**src/rtl/fetch_unit_pkg.sv**
```systemverilog
// Shared types and sizing for the instruction-fetch stage and its prefetch queue.
package fetch_unit_pkg;

  localparam int XLEN        = 32;
  localparam int QUEUE_DEPTH = 2;

  typedef enum logic [1:0] {
    IDLE    = 2'd0,
    REQ     = 2'd1,
    DISCARD = 2'd2
  } fetch_state_t;

  typedef struct packed {
    logic [XLEN-1:0] pc_plus4;
    logic [XLEN-1:0] instr;
  } fetch_entry_t;

endpackage

```
**src/rtl/fetch_queue.sv**
```systemverilog
// Small circular prefetch FIFO holding {pc_plus4, instr} entries between fetch and IF/ID.
module fetch_queue
  import fetch_unit_pkg::*;
#(
  parameter int WIDTH = $bits(fetch_entry_t),
  parameter int DEPTH = QUEUE_DEPTH
) (
  input  logic                           clk,
  input  logic                           rst,
  input  logic                           push,
  input  logic [WIDTH-1:0]               push_data,
  input  logic                           pop,
  input  logic                           flush,
  output logic [WIDTH-1:0]               head,
  output logic [$clog2(DEPTH+1)-1:0]     count
);

  localparam int PTR_W = $clog2(DEPTH);
  localparam int CNT_W = $clog2(DEPTH + 1);

  logic [WIDTH-1:0] mem [DEPTH];
  logic [PTR_W-1:0] wr_ptr;
  logic [PTR_W-1:0] rd_ptr;
  logic             do_push;
  logic             do_pop;

  function automatic logic [PTR_W-1:0] ptr_inc(input logic [PTR_W-1:0] p);
    return (p == PTR_W'(DEPTH - 1)) ? '0 : p + 1'b1;
  endfunction

  assign do_push = push && !flush;
  assign do_pop  = pop && !flush && (count != '0);

  always_ff @(posedge clk or posedge rst) begin
    if (rst) begin
      wr_ptr <= '0;
      rd_ptr <= '0;
      count  <= '0;
    end else if (flush) begin
      wr_ptr <= '0;
      rd_ptr <= '0;
      count  <= '0;
    end else begin
      if (do_push) wr_ptr <= ptr_inc(wr_ptr);
      if (do_pop)  rd_ptr <= ptr_inc(rd_ptr);
      case ({do_push, do_pop})
        2'b10:   count <= count + 1'b1;
        2'b01:   count <= count - 1'b1;
        default: ;
      endcase
    end
  end

  // Storage needs no reset: the consumer gates head with count != 0.
  always_ff @(posedge clk) begin
    if (do_push) mem[wr_ptr] <= push_data;
  end

  assign head = mem[rd_ptr];

  always @(posedge clk) begin
    if (!rst) assert (!(push && count == CNT_W'(DEPTH)));
  end

endmodule

```
**src/rtl/fetch_unit.sv**
```systemverilog
// Instruction-fetch stage: owns the PC, talks req/ack to instruction memory and
// feeds IF/ID through a 2-entry prefetch queue, absorbing stalls and MEM-stage redirects.
//
// state   | meaning
// IDLE    | just out of reset, no request issued
// REQ     | fetching at fetch_pc while the queue has room
// DISCARD | old request still outstanding after a redirect; its data is dropped
module fetch_unit
  import fetch_unit_pkg::*;
#(
  parameter int                   WORD_SIZE = 32,
  parameter int                   ADDR_BITS = 8,
  parameter logic [WORD_SIZE-1:0] RESET_PC  = '0
) (
  input  logic                 clk,
  input  logic                 rst,
  input  logic                 redirect_valid,
  input  logic [WORD_SIZE-1:0] redirect_pc,
  input  logic                 stall,
  output logic                 imem_req,
  output logic [ADDR_BITS-1:0] imem_addr,
  input  logic                 imem_ack,
  input  logic [WORD_SIZE-1:0] imem_rdata,
  output logic                 if_valid,
  output logic [WORD_SIZE-1:0] if_instr,
  output logic [WORD_SIZE-1:0] if_pc_plus4,
  output logic [WORD_SIZE-1:0] prog_count
);

  localparam int ENTRY_W = 2 * WORD_SIZE;
  localparam int CNT_W   = $clog2(QUEUE_DEPTH + 1);

  fetch_state_t         state_q;
  fetch_state_t         state_d;
  logic [WORD_SIZE-1:0] fetch_pc_q;
  logic [WORD_SIZE-1:0] fetch_pc_d;
  logic [WORD_SIZE-1:0] pc_plus4;
  logic [ADDR_BITS-1:0] pc_addr;
  logic [ADDR_BITS-1:0] req_addr_q;
  logic [CNT_W-1:0]     count;
  logic [ENTRY_W-1:0]   head;
  logic [ENTRY_W-1:0]   push_data;
  logic                 redirect;
  logic                 push;
  logic                 pop;
  logic                 unused_bits;

  assign unused_bits = ^redirect_pc[1:0];

  assign pc_plus4  = fetch_pc_q + WORD_SIZE'(4);
  assign pc_addr   = fetch_pc_q[ADDR_BITS+1:2];
  assign redirect  = redirect_valid && (state_q != IDLE);

  // Request depends only on registered state, never on stall or redirect.
  assign imem_req  = (state_q == DISCARD) ||
                     ((state_q == REQ) && (count < CNT_W'(QUEUE_DEPTH)));
  assign imem_addr = (state_q == DISCARD) ? req_addr_q : pc_addr;

  assign push      = (state_q == REQ) && imem_req && imem_ack && !redirect;
  assign pop       = if_valid && !stall && !redirect;
  assign push_data = {pc_plus4, imem_rdata};

  always_comb begin
    state_d = state_q;
    unique case (state_q)
      IDLE:    state_d = REQ;
      REQ:     if (redirect && imem_req && !imem_ack) state_d = DISCARD;
      DISCARD: if (imem_ack) state_d = REQ;
      default: state_d = IDLE;
    endcase
  end

  always_comb begin
    fetch_pc_d = fetch_pc_q;
    if (redirect)  fetch_pc_d = {redirect_pc[WORD_SIZE-1:2], 2'b00};
    else if (push) fetch_pc_d = pc_plus4;
  end

  always_ff @(posedge clk or posedge rst) begin
    if (rst) begin
      state_q    <= IDLE;
      fetch_pc_q <= RESET_PC;
      req_addr_q <= '0;
    end else begin
      state_q    <= state_d;
      fetch_pc_q <= fetch_pc_d;
      // Tracks the live address so DISCARD can hold the one already on the bus.
      if (state_q == REQ) req_addr_q <= pc_addr;
    end
  end

  fetch_queue #(
    .WIDTH (ENTRY_W),
    .DEPTH (QUEUE_DEPTH)
  ) u_queue (
    .clk       (clk),
    .rst       (rst),
    .push      (push),
    .push_data (push_data),
    .pop       (pop),
    .flush     (redirect),
    .head      (head),
    .count     (count)
  );

  assign if_valid    = (count != '0);
  assign if_instr    = if_valid ? head[WORD_SIZE-1:0] : '0;
  assign if_pc_plus4 = if_valid ? head[ENTRY_W-1:WORD_SIZE] : '0;
  assign prog_count  = fetch_pc_q;

endmodule

```
**config.mk**
```make
export PLATFORM = sky130hd
export DESIGN_NAME = fetch_unit
export DESIGN_NICKNAME = d
export VERILOG_FILES = /design/src/rtl/fetch_unit_pkg.sv /design/src/rtl/fetch_queue.sv /design/src/rtl/fetch_unit.sv
export SDC_FILE = /design/constraint.sdc
export NUM_CORES = 1
export LEC_CHECK = 0
export ABC_CLOCK_PERIOD_IN_PS = 6500
export CAP_MARGIN = 40
export CORE_MARGIN = 5
export CORE_UTILIZATION = 50
export DETAILED_ROUTE_END_ITERATION = 16
export PLACE_DENSITY_LB_ADDON = 0.1
export SYNTH_ARGS = -nofsm -noshare
export SYNTH_HDL_FRONTEND = slang
export SYNTH_HIERARCHICAL = 1
export SYNTH_SLANG_ARGS = --single-unit
export TNS_END_PERCENT = 5
```
**constraint.sdc**
```tcl
create_clock -name clk -period 6.5 [get_ports clk]
set_clock_uncertainty 0.05 [all_clocks]
set_input_delay 0.65 -clock clk [delete_from_list [all_inputs] [get_ports clk]]
set_output_delay 0.65 -clock clk [all_outputs]
set_load 0.02 [all_outputs]
```
==> metrics.txt <==
status completed; Switching Power 1.213 mW; required time at the worst-slack endpoint 6.51 ns; area of placed instances 0.009759 sq mm; total of flip-flops plus latches after synthesis 172; depth of the CTS H-tree 4; Layout fillers 1,198; number of enable-type register cells in the synthesized netlist 128; number of antenna violations at the first check in global routing 0; # nets final 814; Placed Cells 941; floorplan die width 135.8 um; Slew HR 39.32%; transition time at the pin with the least slew margin 0.9053 ns; Std-Cell Rows 46; worst ir drop on vdd 0.2093 mV; Post-route DRC 0; post-cts sizing count 0; highest routed metal layer met4; last weighted congestion value of the routability-driven placer 0.8612; die area 0.01843 sq mm; CTS tree built; overflow left after global routing 0; CTS sink cnt 172; antenna violation net count after detailed routing 0; vias in the first global route 5,325; number of buffers inserted by hold repair at cts 0; area occupied by registers 0.004946 sq mm; Comb pwr share 32.4%; maximum number of pins on one net before global-route repair 47; HPWL Detailed 12,370 um; length of routed wiring on met1 7912 um; proportion of synthesized flip-flops having asynchronous set or reset 25.58%; number of instances in the synthesized netlist 580; Post-Layout Inst Area 0.01032 sq mm; average instance area after synthesis 13.63 sq um; clock root buffer clkbuf_16; unique cell type count in the Yosys netlist 51; part of the total power dissipated in the clock network 25.6%; primary flip-flop cell chosen by synthesis mapping edfxtp_1; switching power share of the total 32.61%; Final Slew Violations 0; effective utilization at floorplan 50.33%; share of cells above drive strength 1 17.04%; startpoint kind of the worst setup timing path primary input; YS warnings 6; overall routed net length 17,940 um; insertion delay to the later sink of the worst-skew pair 0.42 ns; global-route wire length before repair 28,610 um; minimum clock period 4.104 ns; crit path setup slack, layout 2.396 ns; sequential element share of the synthesized area 62.53%; number of inserted diodes 0; max-cap violations 0; via count of the routed design 5,237; Max Freq 243.7 MHz; setup total negative slack 0 ns; Finished Layout Cells 973; number of buffers inserted during clock tree synthesis 17; final cycle utilization of the critical path 63.14%; setup violators final 0; post-synthesis instance area 0.007908 sq mm; design internal power 2.506 mW; Die Y-Extent 135.8 um; number of iterations in the first detailed-routing pass 5; per-cell routed wire length 18.44 um; clock buffer depth 2; pwr dens 360.3 mW/mm^2; arrival time of data at the critical path endpoint 4.11 ns; quantity of I/O buffers inserted on ports 170; Seq pwr share 42.0%; category of the most critical setup path in2reg; Static Leakage 3.708 nW; dpl ws 1.932 ns; critical path startpoint redirect_valid; clock-pin slew on the worst setup and hold paths 0.06 ns; Iter 0 DRT Violations 372; growth of design area from synthesis to finish 30.52%; GRT Resource Usage Total 19.96%; maximum fanout along the worst path 41; via-per-instance ratio 5.382; number of buffers inserted by post-CTS setup repair 0; Hold Crit Class in2async; Core Footprint 0.01571 sq mm; setup repair after global routing missed its margin no; routed length on met2 8593 um; RR Startpoint state_q[0]$_DFFE_PP0P_; count of boundary I/O pins 175; number of failing hold endpoints at the final stage 0; metal3 WL 1122 um; Critical Path Sink Type flip-flop; area occupied by multi-input gates 0.002730 sq mm
==> worst max-delay path: stages <==
cell             delay [ns]
clkdlybuf4s50_1        0.51
o21a_4                 0.30
or4b_4                 0.73
clkinv_2               0.39
nand2b_1               0.24
nor2_4                 0.62
buf_4                  0.60
==> flip-flops by register name (all words and copies together) (netlist names) <==
signal,cells
u_queue/rd_ptr,1
u_queue/count,2
state_q,2
u_queue/wr_ptr,1
prog_count,30
u_queue/mem,128
req_addr_q,8
==> power by group through the flow <==
stage	clock, mW	sequential (mW)	combinational [mW]
final	0.952	1.56	1.20
after global routing	1.02	1.58	1.30
after CTS	0.965	1.56	1.22
after detailed placement	0	1.58	1.22
after global placement	0	1.57	1.18
after floorplan	0	1.59	0.655
==> per-layer routing <==
layer | GRT usage [%] | vias up
met5 | 0 | -
met4 | 6.439 | 0
met3 | 4.866 | 25
met2 | 31.58 | 201
met1 | 27.39 | 2543
li1 | - | 2468
==> area by class of cell <==
cell class | instances | share of cell area (%)
multi-input combinational | 364 | 26.45
inverter | 13 | 0.4849
tap | 216 | 2.619
timing repair buffer | 176 | 17.08
clock inverter | 11 | 0.7759
sequential | 172 | 47.92
clock buffer | 21 | 4.667
==> placed cells by master, fill, tap and decap left out, types with 9 or more instances in the layout <==
| master | count |
|---|---|
| mux2_2 | 76 |
| nand2_1 | 28 |
| clkdlybuf4s50_1 | 170 |
| and2_1 | 64 |
| nand4_1 | 13 |
| edfxtp_1 | 128 |
| clkbuf_16 | 18 |
| nor2_1 | 15 |
| inv_1 | 11 |
| dfrtp_1 | 43 |
| xor2_1 | 9 |
| nand3_1 | 16 |
| a21o_1 | 10 |
| xnor2_1 | 21 |
| o21ai_0 | 21 |
==> metrics by stage <==
step,power [mW],hold WS (ns),utilization [%]
2_1_floorplan,2.248,0.3661,-
3_3_place_gp,2.749,0.4160,61.91
3_5_place_dp,2.794,0.4441,62.11
4_1_cts,3.745,0.3980,65.69
5_1_grt,3.901,0.4134,65.69
6_report,3.719,0.4034,65.69
==> synthesized netlist by cell type (3+ instances only) <==
master / count / share of area, %
a21o_1: 10 / 0.95
a21oi_1: 8 / 0.51
a221o_1: 7 / 0.89
a22o_1: 8 / 0.89
a22oi_1: 4 / 0.38
a31oi_1: 3 / 0.24
and2_1: 64 / 5.1
and3_1: 6 / 0.47
and4_1: 3 / 0.33
buf_2: 7 / 0.44
buf_4: 3 / 0.28
buf_6: 9 / 1.3
clkbuf_1: 16 / 0.76
dfrtp_1: 44 / 14
edfxtp_1: 128 / 49
inv_1: 11 / 0.52
mux2_2: 76 / 11
nand2_1: 28 / 1.3
nand3_1: 16 / 1.0
nand4_1: 13 / 1.0
nor2_1: 17 / 0.81
nor3_1: 4 / 0.25
nor3b_1: 3 / 0.28
o211ai_1: 4 / 0.38
o21ai_0: 21 / 1.3
o311ai_1: 5 / 0.55
or3_1: 4 / 0.32
xnor2_1: 21 / 2.3
xor2_1: 9 / 1.0
==> path summary, 6_finish.rpt <==
| check | endpoint | slack [ns] | depth (start not counted) |
|---|---|---|---|
| min in group clk | req_addr_q[5]$_DFFE_PP0N_ | 0.46 | 1 |
| setup reg to reg | u_queue/mem[0][51]$_DFFE_PP_ | 2.56 | 6 |
| max in group asynchronous | prog_count[6]$_DFFE_PP0P_ | 5.35 | 3 |
| setup / recovery | u_queue/mem[0][51]$_DFFE_PP_ | 2.40 | 7 |
| hold reg to reg | req_addr_q[5]$_DFFE_PP0N_ | 0.46 | 1 |
| hold / removal | u_queue/count[1]$_DFFE_PP0P_ | 0.40 | 2 |
==> cells by family (layout without fill, tap and decap cells) <==
kind of cell	after synthesis	count (layout)	share of synthesized area, %
buf+inv	49	221	3.449
flops	172	172	62.53
fa+ha+maj	1	1	0.1582
compound gates	76	76	6.899
mux	78	78	11.08
other cells	1	6	0.04742
simple gates	173	173	12.52
xor+xnor	30	30	3.323
(Power assumes the default switching activity.)
